### src/rtl/mem_arbiter.sv
// Round-robin arbiter/sequencer for two requesters sharing one memory port; gnt is combinational,
// memory access follows one cycle later and rvalid/rdata one cycle after that; requests simply wait while BUSY.
module mem_arbiter #(
   parameter int ADDR_W = 9,
   parameter int DEPTH  = 128
) (
   input  logic              clk,
   input  logic              reset,
   input  logic              req0,
   input  logic              req1,
   input  logic              we0,
   input  logic              we1,
   input  logic [ADDR_W-1:0] addr0,
   input  logic [ADDR_W-1:0] addr1,
   input  logic [2:0]        mode0,
   input  logic [2:0]        mode1,
   input  logic [31:0]       wdata0,
   input  logic [31:0]       wdata1,
   output logic              gnt0,
   output logic              gnt1,
   output logic              rvalid0,
   output logic              rvalid1,
   output logic [31:0]       rdata,
   output logic              err,
   output logic              mem_we,
   output logic [ADDR_W-1:0] mem_addr,
   output logic [2:0]        mem_mode,
   output logic [31:0]       mem_wdata,
   input  logic [31:0]       mem_rdata
);

   typedef enum logic [1:0] {IDLE, BUSY, DONE} state_t;

   localparam logic [ADDR_W:0] DEPTH_W = (ADDR_W+1)'(DEPTH);

   state_t            state_q, state_d;
   logic              last_q, last_d;
   logic              port_q, port_d;
   logic              we_q, we_d;
   logic [ADDR_W-1:0] addr_q, addr_d;
   logic [2:0]        mode_q, mode_d;
   logic [31:0]       wdata_q, wdata_d;
   logic [31:0]       rdata_q, rdata_d;
   logic              err_q, err_d;
   logic              rvalid0_q, rvalid0_d;
   logic              rvalid1_q, rvalid1_d;

   logic can_grant, win0, win1, mode_ok, legal;

   // reset also masks grants so every output reads 0 while it is held
   assign can_grant = (state_q != BUSY) && !reset;
   assign win0      = can_grant && req0 && (!req1 || last_q);
   assign win1      = can_grant && req1 && (!req0 || !last_q);

   always_comb begin
      mode_ok = 1'b0;
      case (mode_q)
         3'b000, 3'b001, 3'b010: mode_ok = 1'b1;
         3'b100, 3'b101:         mode_ok = !we_q;
         default:                mode_ok = 1'b0;
      endcase
   end

   assign legal = mode_ok && ({1'b0, addr_q} < DEPTH_W);

   always_comb begin
      state_d   = state_q;
      last_d    = last_q;
      port_d    = port_q;
      we_d      = we_q;
      addr_d    = addr_q;
      mode_d    = mode_q;
      wdata_d   = wdata_q;
      rdata_d   = rdata_q;
      err_d     = err_q;
      rvalid0_d = 1'b0;
      rvalid1_d = 1'b0;
      case (state_q)
         BUSY: begin
            state_d   = DONE;
            rdata_d   = (legal && !we_q) ? mem_rdata : 32'h0;
            err_d     = !legal;
            rvalid0_d = !port_q;
            rvalid1_d = port_q;
         end
         default: begin
            if (win0 || win1) begin
               state_d = BUSY;
               port_d  = win1;
               last_d  = win1;
               we_d    = win1 ? we1    : we0;
               addr_d  = win1 ? addr1  : addr0;
               mode_d  = win1 ? mode1  : mode0;
               wdata_d = win1 ? wdata1 : wdata0;
            end else begin
               state_d = IDLE;
            end
         end
      endcase
   end

   always_ff @(posedge clk or posedge reset) begin
      if (reset) begin
         state_q   <= IDLE;
         last_q    <= 1'b1;
         port_q    <= 1'b0;
         we_q      <= 1'b0;
         addr_q    <= '0;
         mode_q    <= 3'b000;
         wdata_q   <= 32'h0;
         rdata_q   <= 32'h0;
         err_q     <= 1'b0;
         rvalid0_q <= 1'b0;
         rvalid1_q <= 1'b0;
      end else begin
         state_q   <= state_d;
         last_q    <= last_d;
         port_q    <= port_d;
         we_q      <= we_d;
         addr_q    <= addr_d;
         mode_q    <= mode_d;
         wdata_q   <= wdata_d;
         rdata_q   <= rdata_d;
         err_q     <= err_d;
         rvalid0_q <= rvalid0_d;
         rvalid1_q <= rvalid1_d;
      end
   end

   assign gnt0      = win0;
   assign gnt1      = win1;
   assign rvalid0   = rvalid0_q;
   assign rvalid1   = rvalid1_q;
   assign rdata     = rdata_q;
   assign err       = err_q;
   // the latched fields only change on a grant, so they hold through DONE
   assign mem_we    = (state_q == BUSY) && we_q && legal;
   assign mem_addr  = addr_q;
   assign mem_mode  = mode_q;
   assign mem_wdata = wdata_q;

endmodule
### config.mk
export PLATFORM = sky130hd
export DESIGN_NAME = mem_arbiter
export DESIGN_NICKNAME = d
export VERILOG_FILES = /design/src/rtl/mem_arbiter.sv
export SDC_FILE = /design/constraint.sdc
export NUM_CORES = 1
export LEC_CHECK = 0
export ABC_AREA = 0
export BUFFER_PORTS_ARGS = -buffer_cell sky130_fd_sc_hd__buf_2
export CAP_MARGIN = 20
export CORE_MARGIN = 2
export CORE_UTILIZATION = 47
export CTS_BUF_LIST = sky130_fd_sc_hd__clkbuf_2 sky130_fd_sc_hd__clkbuf_4 sky130_fd_sc_hd__clkbuf_8
export DETAILED_ROUTE_END_ITERATION = 7
export GPL_ROUTABILITY_DRIVEN = 0
export PLACE_DENSITY = 0.84
export SYNTH_ARGS = -nofsm -noshare
export SYNTH_HDL_FRONTEND = slang
export SYNTH_SLANG_ARGS = --single-unit
### constraint.sdc
create_clock -name clk -period 4.9 [get_ports clk]
set_clock_uncertainty 0.2 [all_clocks]
set_input_delay 0.245 -clock clk [delete_from_list [all_inputs] [get_ports clk]]
set_output_delay 0.245 -clock clk [all_outputs]
set_load 0.02 [all_outputs]
==> flow_metrics.py, run 1 <==
metrics = {
    "drt": {
        "wl_um": 14920,
        "drtPass1Iterations": 6,
        "wl_per_cell_um": 19.22,
        "drt_iter0_drc": 317,
        "vias_per_cell": 6.168,
        "drc": 0,
        "vias": 4786,
        "drtAntennaViolNets": 0,
    },
    "synth": {
        "synth_common_cells": "a31oi_1 (94), dfrtp_1 (83), nand4_1 (45), o31ai_1 (45), clkbuf_1 (31)",
        "syn_avg_cell_area_um2": 10.79,
        "synth.most_common_cell": "a31oi_1",
        "synth_enable_flop_cells": 0,
        "ys_seq_area_share_pct": 51.98,
        "syn-cell-area_mm2": 0.004046,
        "synth_nets": 501,
        "synth.area.top_cells": "dfrtp_1 (51%), a31oi_1 (15%), o31ai_1 (8.3%)",
        "ys_async_sr_fraction_pct": 100.0,
        "ys_warn_count": 0,
        "syn-instance-count": 375,
        "ys.flop_type": "dfrtp_1",
        "synth_top_area_cell": "dfrtp_1",
        "synth-seq-cells": 84,
        "ys_types": 29,
        "synth_top_area_share_pct": 51.33,
    },
    "final_layout": {
        "fin_nets": 792,
        "layout-drive-gt1-share_pct": 35.92,
        "syn2layout_area_growth_pct": 58.32,
        "stdcell_area_mm2": 0.006406,
        "final_core_util_pct": 77.19,
        "diodes": 0,
        "layoutNonFillerInstCount": 776,
    },
    "clock_network": {
        "clock-sinks": 84,
        "hold_buffers": 123,
        "htreeDepth": 3,
        "clockBufferDepth": 2,
        "numCtsBuffers": 9,
        "post_cts_resized": 0,
        "clockRootBuffer": "clkbuf_8",
        "cts_setup_buffers": 0,
        "cts_tree": "yes",
        "cts.clk_slew.worst_paths_ns": 0.08,
        "clock_latency_ns": 0.34,
    },
    "worst_setup_path": {
        "cp_slowest_cell": "clkinv_1",
        "crit_fanout": 60,
        "required_ns": 4.92,
        "cp_slowest_stage_delay_ns": 0.91,
        "r2r_cells": 6,
        "cp.depth": 6,
        "startpoint": "state_q[0]",
        "crit_path_cell_trace": "nand2b_4 > clkinv_1 > buf_4 > o31ai_1 > a31oi_1 > dlygate4sd3_1",
        "critPathCaptureType": "flop",
        "crit_type": "flop to flop",
        "r2r-start": "state_q[0]",
        "cp_top_family": "buffers and inverters",
        "worst_setup_path_start_kind": "flop",
        "arrival_ns": 3.71,
        "path_buf_inv": 3,
    },
    "global_route": {
        "grt_max_degree": 114,
        "grtUsageTotal_pct": 31.59,
        "grt.overflow.total": 0,
        "antenna_found_initial": 0,
        "grt_pass1_wl_um": 24270,
        "grt_pass1_vias": 4865,
    },
    "floorplanning": {
        "die_h_um": 96.79,
        "rows": 33,
        "floorplan.initialDensity_pct": 48.76,
        "die_w_um": 96.79,
        "core_area_mm2": 0.008299,
        "io_pins": 208,
        "dieArea_mm2": 0.009367,
    },
    "sta": {
        "rsz0062_at_grt": "no",
        "worstMarginPinSlew_ns": 1.034,
        "final-hold-violation-count": 0,
        "maxSlewViolCount": 0,
        "period_minus_slack_ns": 3.691,
        "fin_ws_ns": 1.209,
        "clock.fmax_ghz": 0.2709,
        "setup_viol": 0,
        "relSlewSlack_pct": 31.08,
        "whs_ns": 0.03627,
        "finalCritPeriodShare_pct": 75.33,
        "fin_setup_tns_ns": 0,
    },
    "placed_design": {
        "placed_cells": 637,
        "dp.final_hpwl_um": 7803,
        "post_dp_cell_area_mm2": 0.004999,
        "place_ws_ns": 1.818,
        "port_buffers": 207,
    },
    "power_and_ir_drop": {
        "power_mw": 1.984,
        "power.leakage_nw": 2.896,
        "ir_drop_mv": 0.1875,
        "power_density_mw_per_mm2": 309.8,
    },
    "min_path": {
        "hp-class": "input port to flop",
        "min_path_cells": 3,
        "hold_start": "req1",
    },
    "flow_run": {
        "cap_violations": 0,
    },
    "outcome": {
        "status": "finished clean",
    },
}
-- flip-flops by register name, summed over array words and instances (netlist names) --
| name | cells |
|---|---|
| rdata | 32 |
| we_q | 1 |
| mem_addr | 9 |
| last_q | 1 |
| mem_mode | 3 |
| rvalid0 | 1 |
| err | 1 |
| port_q | 1 |
| state_q | 2 |
| rvalid1 | 1 |
| mem_wdata | 32 |
-- worst register-to-register path: cells and delay by family (launching register included) --
kind                   cells  cell delay [ns]
buffers and inverters      3             2.04
AOI/OAI and AO/OA          2             0.44
and+or+nand+nor            1             0.49
DFF                        1             0.40
-- kinds of logic (layout without fill, tap and decap cells) --
family	Yosys count	after routing	synth area share (%)
AO/OA/AOI/OAI	176	176	31.23
buffers and inverters	58	354	7.607
flip-flops	84	84	51.98
AND/OR/NAND/NOR	57	57	9.184
-- final timing paths --
| path | slack (ns) | end |
|---|---|---|
| min in group asynchronous | 0.22 | state_q[0] |
| max in group asynchronous | 3.07 | rdata[9] |
| hold reg to reg | 0.24 | rvalid0 |
| setup / recovery | 1.21 | mem_wdata[8] |
| hold / removal | 0.04 | last_q |
| setup reg to reg | 1.21 | mem_wdata[8] |
-- per-layer routing --
layer / track usage [%] / part of all wire [%] / vias to the layer above
met3: 6.069 / 8.5 / 52
li1: - / - / 2108
met5: 0 / 0 / -
met4: 12.89 / 3.2 / 0
met2: 53.79 / 51 / 346
met1: 39.58 / 38 / 2280
-- where the power goes --
part           internal, mW  switching, mW
sequential            0.784         0.0645
combinational         0.314          0.378
clock                 0.186          0.259
total                  1.28          0.701
-- layout make-up --
type / count / area, µm²
tap: 105 / 131.4
clock inverter: 7 / 52.55
inverter: 2 / 12.51
fill: 536 / 1893
timing repair buffer: 336 / 2332
multi-input combinational: 233 / 1650
clock buffer: 9 / 123.9
sequential: 84 / 2103
-- cells in the final DEF, fill, tap and decap left out, types with 2 or more instances in the layout --
cell / count
a22o_1: 29
a22o_2: 2
a31oi_1: 94
buf_2: 207
buf_4: 5
clkbuf_8: 9
clkinvlp_4: 4
dfrtp_1: 83
dlygate4sd3_1: 123
inv_6: 2
nand4_1: 45
nor2_1: 2
o31ai_1: 45
or2_2: 2
Power figures use the tool's default switching activity.
==> inputs of run 2 (changes only) <==
--- a/config.mk
+++ b/config.mk
@@ -9,11 +9,11 @@
 export BUFFER_PORTS_ARGS = -buffer_cell sky130_fd_sc_hd__buf_2
 export CAP_MARGIN = 20
 export CORE_MARGIN = 2
-export CORE_UTILIZATION = 47
+export CORE_UTILIZATION = 43
 export CTS_BUF_LIST = sky130_fd_sc_hd__clkbuf_2 sky130_fd_sc_hd__clkbuf_4 sky130_fd_sc_hd__clkbuf_8
 export DETAILED_ROUTE_END_ITERATION = 7
 export GPL_ROUTABILITY_DRIVEN = 0
-export PLACE_DENSITY = 0.84
+export PLACE_DENSITY = 0.81
 export SYNTH_ARGS = -nofsm -noshare
 export SYNTH_HDL_FRONTEND = slang
 export SYNTH_SLANG_ARGS = --single-unit
==> constraint.sdc (replaced) <==
create_clock -name clk -period 3.1 [get_ports clk]
set_clock_uncertainty 0.2 [all_clocks]
set_input_delay 0.155 -clock clk [delete_from_list [all_inputs] [get_ports clk]]
set_output_delay 0.155 -clock clk [all_outputs]
set_load 0.02 [all_outputs]
==> flow_metrics.py, run 2 (synthesized netlist as in run 1, its figures left out) <==
metrics = {
    "drt": {
        "drc": 0,
        "wl_um": 14340,
        "vias_per_cell": 5.958,
        "m1WireLength_um": 5646,
        "dr_wl_met3_um": 1045,
        "vias": 4701,
        "drt_iter0_drc": 387,
        "wl_per_cell_um": 18.18,
        "drtPass1Iterations": 5,
        "met2WireLength_um": 7310,
        "drtAntennaViolNets": 0,
        "top_layer": "met4",
    },
    "placed_design": {
        "post_dp_cell_area_mm2": 0.005016,
        "port_buffers": 207,
        "dp.final_hpwl_um": 7753,
        "place_ws_ns": 0.8429,
        "placed_cells": 647,
    },
    "final_layout": {
        "nFillCells": 646,
        "stdcell_area_mm2": 0.006489,
        "fin_nets": 799,
        "layoutNonFillerInstCount": 789,
        "regArea_mm2": 0.002103,
        "layout-drive-gt1-share_pct": 36.14,
        "multi_input_comb_area_mm2": 0.001650,
        "syn2layout_area_growth_pct": 60.36,
        "diodes": 0,
        "final_cell_mix": "buf_2 (207), dlygate4sd3_1 (126), a31oi_1 (94), dfrtp_1 (83)",
        "final_common_cell": "buf_2",
    },
    "flow_run": {
        "cap_violations": 0,
    },
    "worst_setup_path": {
        "cp.depth": 5,
        "critPathCaptureType": "flop",
        "worst_setup_path_start_kind": "flop",
        "path_buf_inv": 2,
        "arrival_ns": 2.94,
        "crit_path_cell_trace": "nand2b_4 > buf_4 > nand4_1 > a31oi_1 > dlygate4sd3_1",
        "cp_top_family": "buffers and inverters",
        "cp_slowest_stage_delay_ns": 0.78,
        "crit_type": "flop to flop",
        "required_ns": 3.18,
        "crit_fanout": 93,
        "cp_slowest_cell": "buf_4",
        "r2r_cells": 5,
    },
    "sta": {
        "rsz0062_at_grt": "no",
        "relSlewSlack_pct": 30.52,
        "worstMarginPinSlew_ns": 1.042,
        "maxSlewViolCount": 0,
        "period_minus_slack_ns": 2.857,
        "fin_ws_ns": 0.2428,
        "setup_viol": 0,
        "finalCritPeriodShare_pct": 92.17,
        "clock.fmax_ghz": 0.3500,
        "fin_setup_tns_ns": 0,
        "final-hold-violation-count": 0,
    },
    "floorplanning": {
        "dieArea_mm2": 0.01020,
        "core_area_mm2": 0.009196,
        "rows": 35,
        "io_pins": 208,
        "die_h_um": 101.0,
        "die_w_um": 101.0,
        "floorplan.initialDensity_pct": 44.00,
    },
    "global_route": {
        "grt_max_degree": 94,
        "antenna_found_initial": 0,
        "grt.overflow.total": 0,
        "grtUsageTotal_pct": 26.76,
        "grt_pass1_wl_um": 21900,
        "grt_pass1_vias": 4507,
    },
    "clock_network": {
        "clockRootBuffer": "clkbuf_8",
        "cts_setup_buffers": 0,
        "cts_tree": "yes",
        "clock_latency_ns": 0.34,
        "clock-sinks": 84,
        "clockBufferDepth": 2,
        "cts.clk_slew.worst_paths_ns": 0.08,
        "numCtsBuffers": 9,
        "htreeDepth": 3,
    },
    "power_and_ir_drop": {
        "power.leakage_nw": 2.948,
        "power_density_mw_per_mm2": 498.2,
        "ir_drop_mv": 0.2859,
    },
    "min_path": {
        "min_path_cells": 1,
        "hp-class": "flop to flop",
    },
    "outcome": {
        "status": "finished clean",
    },
}
## run 2: per-stage QoR
step           total power, mW  hold slack [ns]  util [%]
2_1_floorplan            1.870          0.01819         -
3_3_place_gp             2.148          0.05814     54.54
3_5_place_dp             2.171          0.07057     54.54
4_1_cts                  3.225           0.2422     70.56
5_1_grt                  3.396           0.2781     70.56
6_report                 3.233           0.2499     70.56
## run 2: timing repair
item,CTS,global route
hold endpoints to repair,107,0
hold buffers,126,0
resized for setup,0,0
## run 2: area by class of cell
type	count	area share [%]
Multi-Input combinational cell	233	25.43
Clock buffer	11	2.333
Inverter	2	0.1928
Tap cell	111	2.140
Sequential cell	84	32.41
Timing Repair Buffer	343	36.56
Clock inverter	5	0.9256
## run 2: worst paths after layout
kind                            startpoint            end  slack [ns]
min in group asynchronous            reset   mem_wdata[9]        0.28
worst min register to register      port_q        rvalid0        0.25
worst min-delay path                port_q        rvalid0        0.25
max in group asynchronous            reset   mem_wdata[3]        1.52
worst max register to register  state_q[0]  mem_wdata[15]        0.24
worst max-delay path            state_q[0]  mem_wdata[15]        0.24
## run 2: per-layer routing
layer	vias to the layer above	GRT usage (%)
met1	2261	33.61
met4	0	8.940
met3	38	4.993
met5	-	0
li1	2131	-
met2	271	46.41
## run 2: worst register-to-register path: stages, from the launching register on
cell           delay (ns)
dfrtp_1              0.40
nand2b_4             0.32
buf_4                0.79
nand4_1              0.27
a31oi_1              0.25
dlygate4sd3_1        0.57
## run 2: power by group
group / internal, mW / leakage [nW] / switching (mW)
clock: 0.418 / 0.106 / 0.390
combinational: 0.499 / 1.81 / 0.588
sequential: 1.24 / 1.03 / 0.0982
total: 2.16 / 2.95 / 1.08
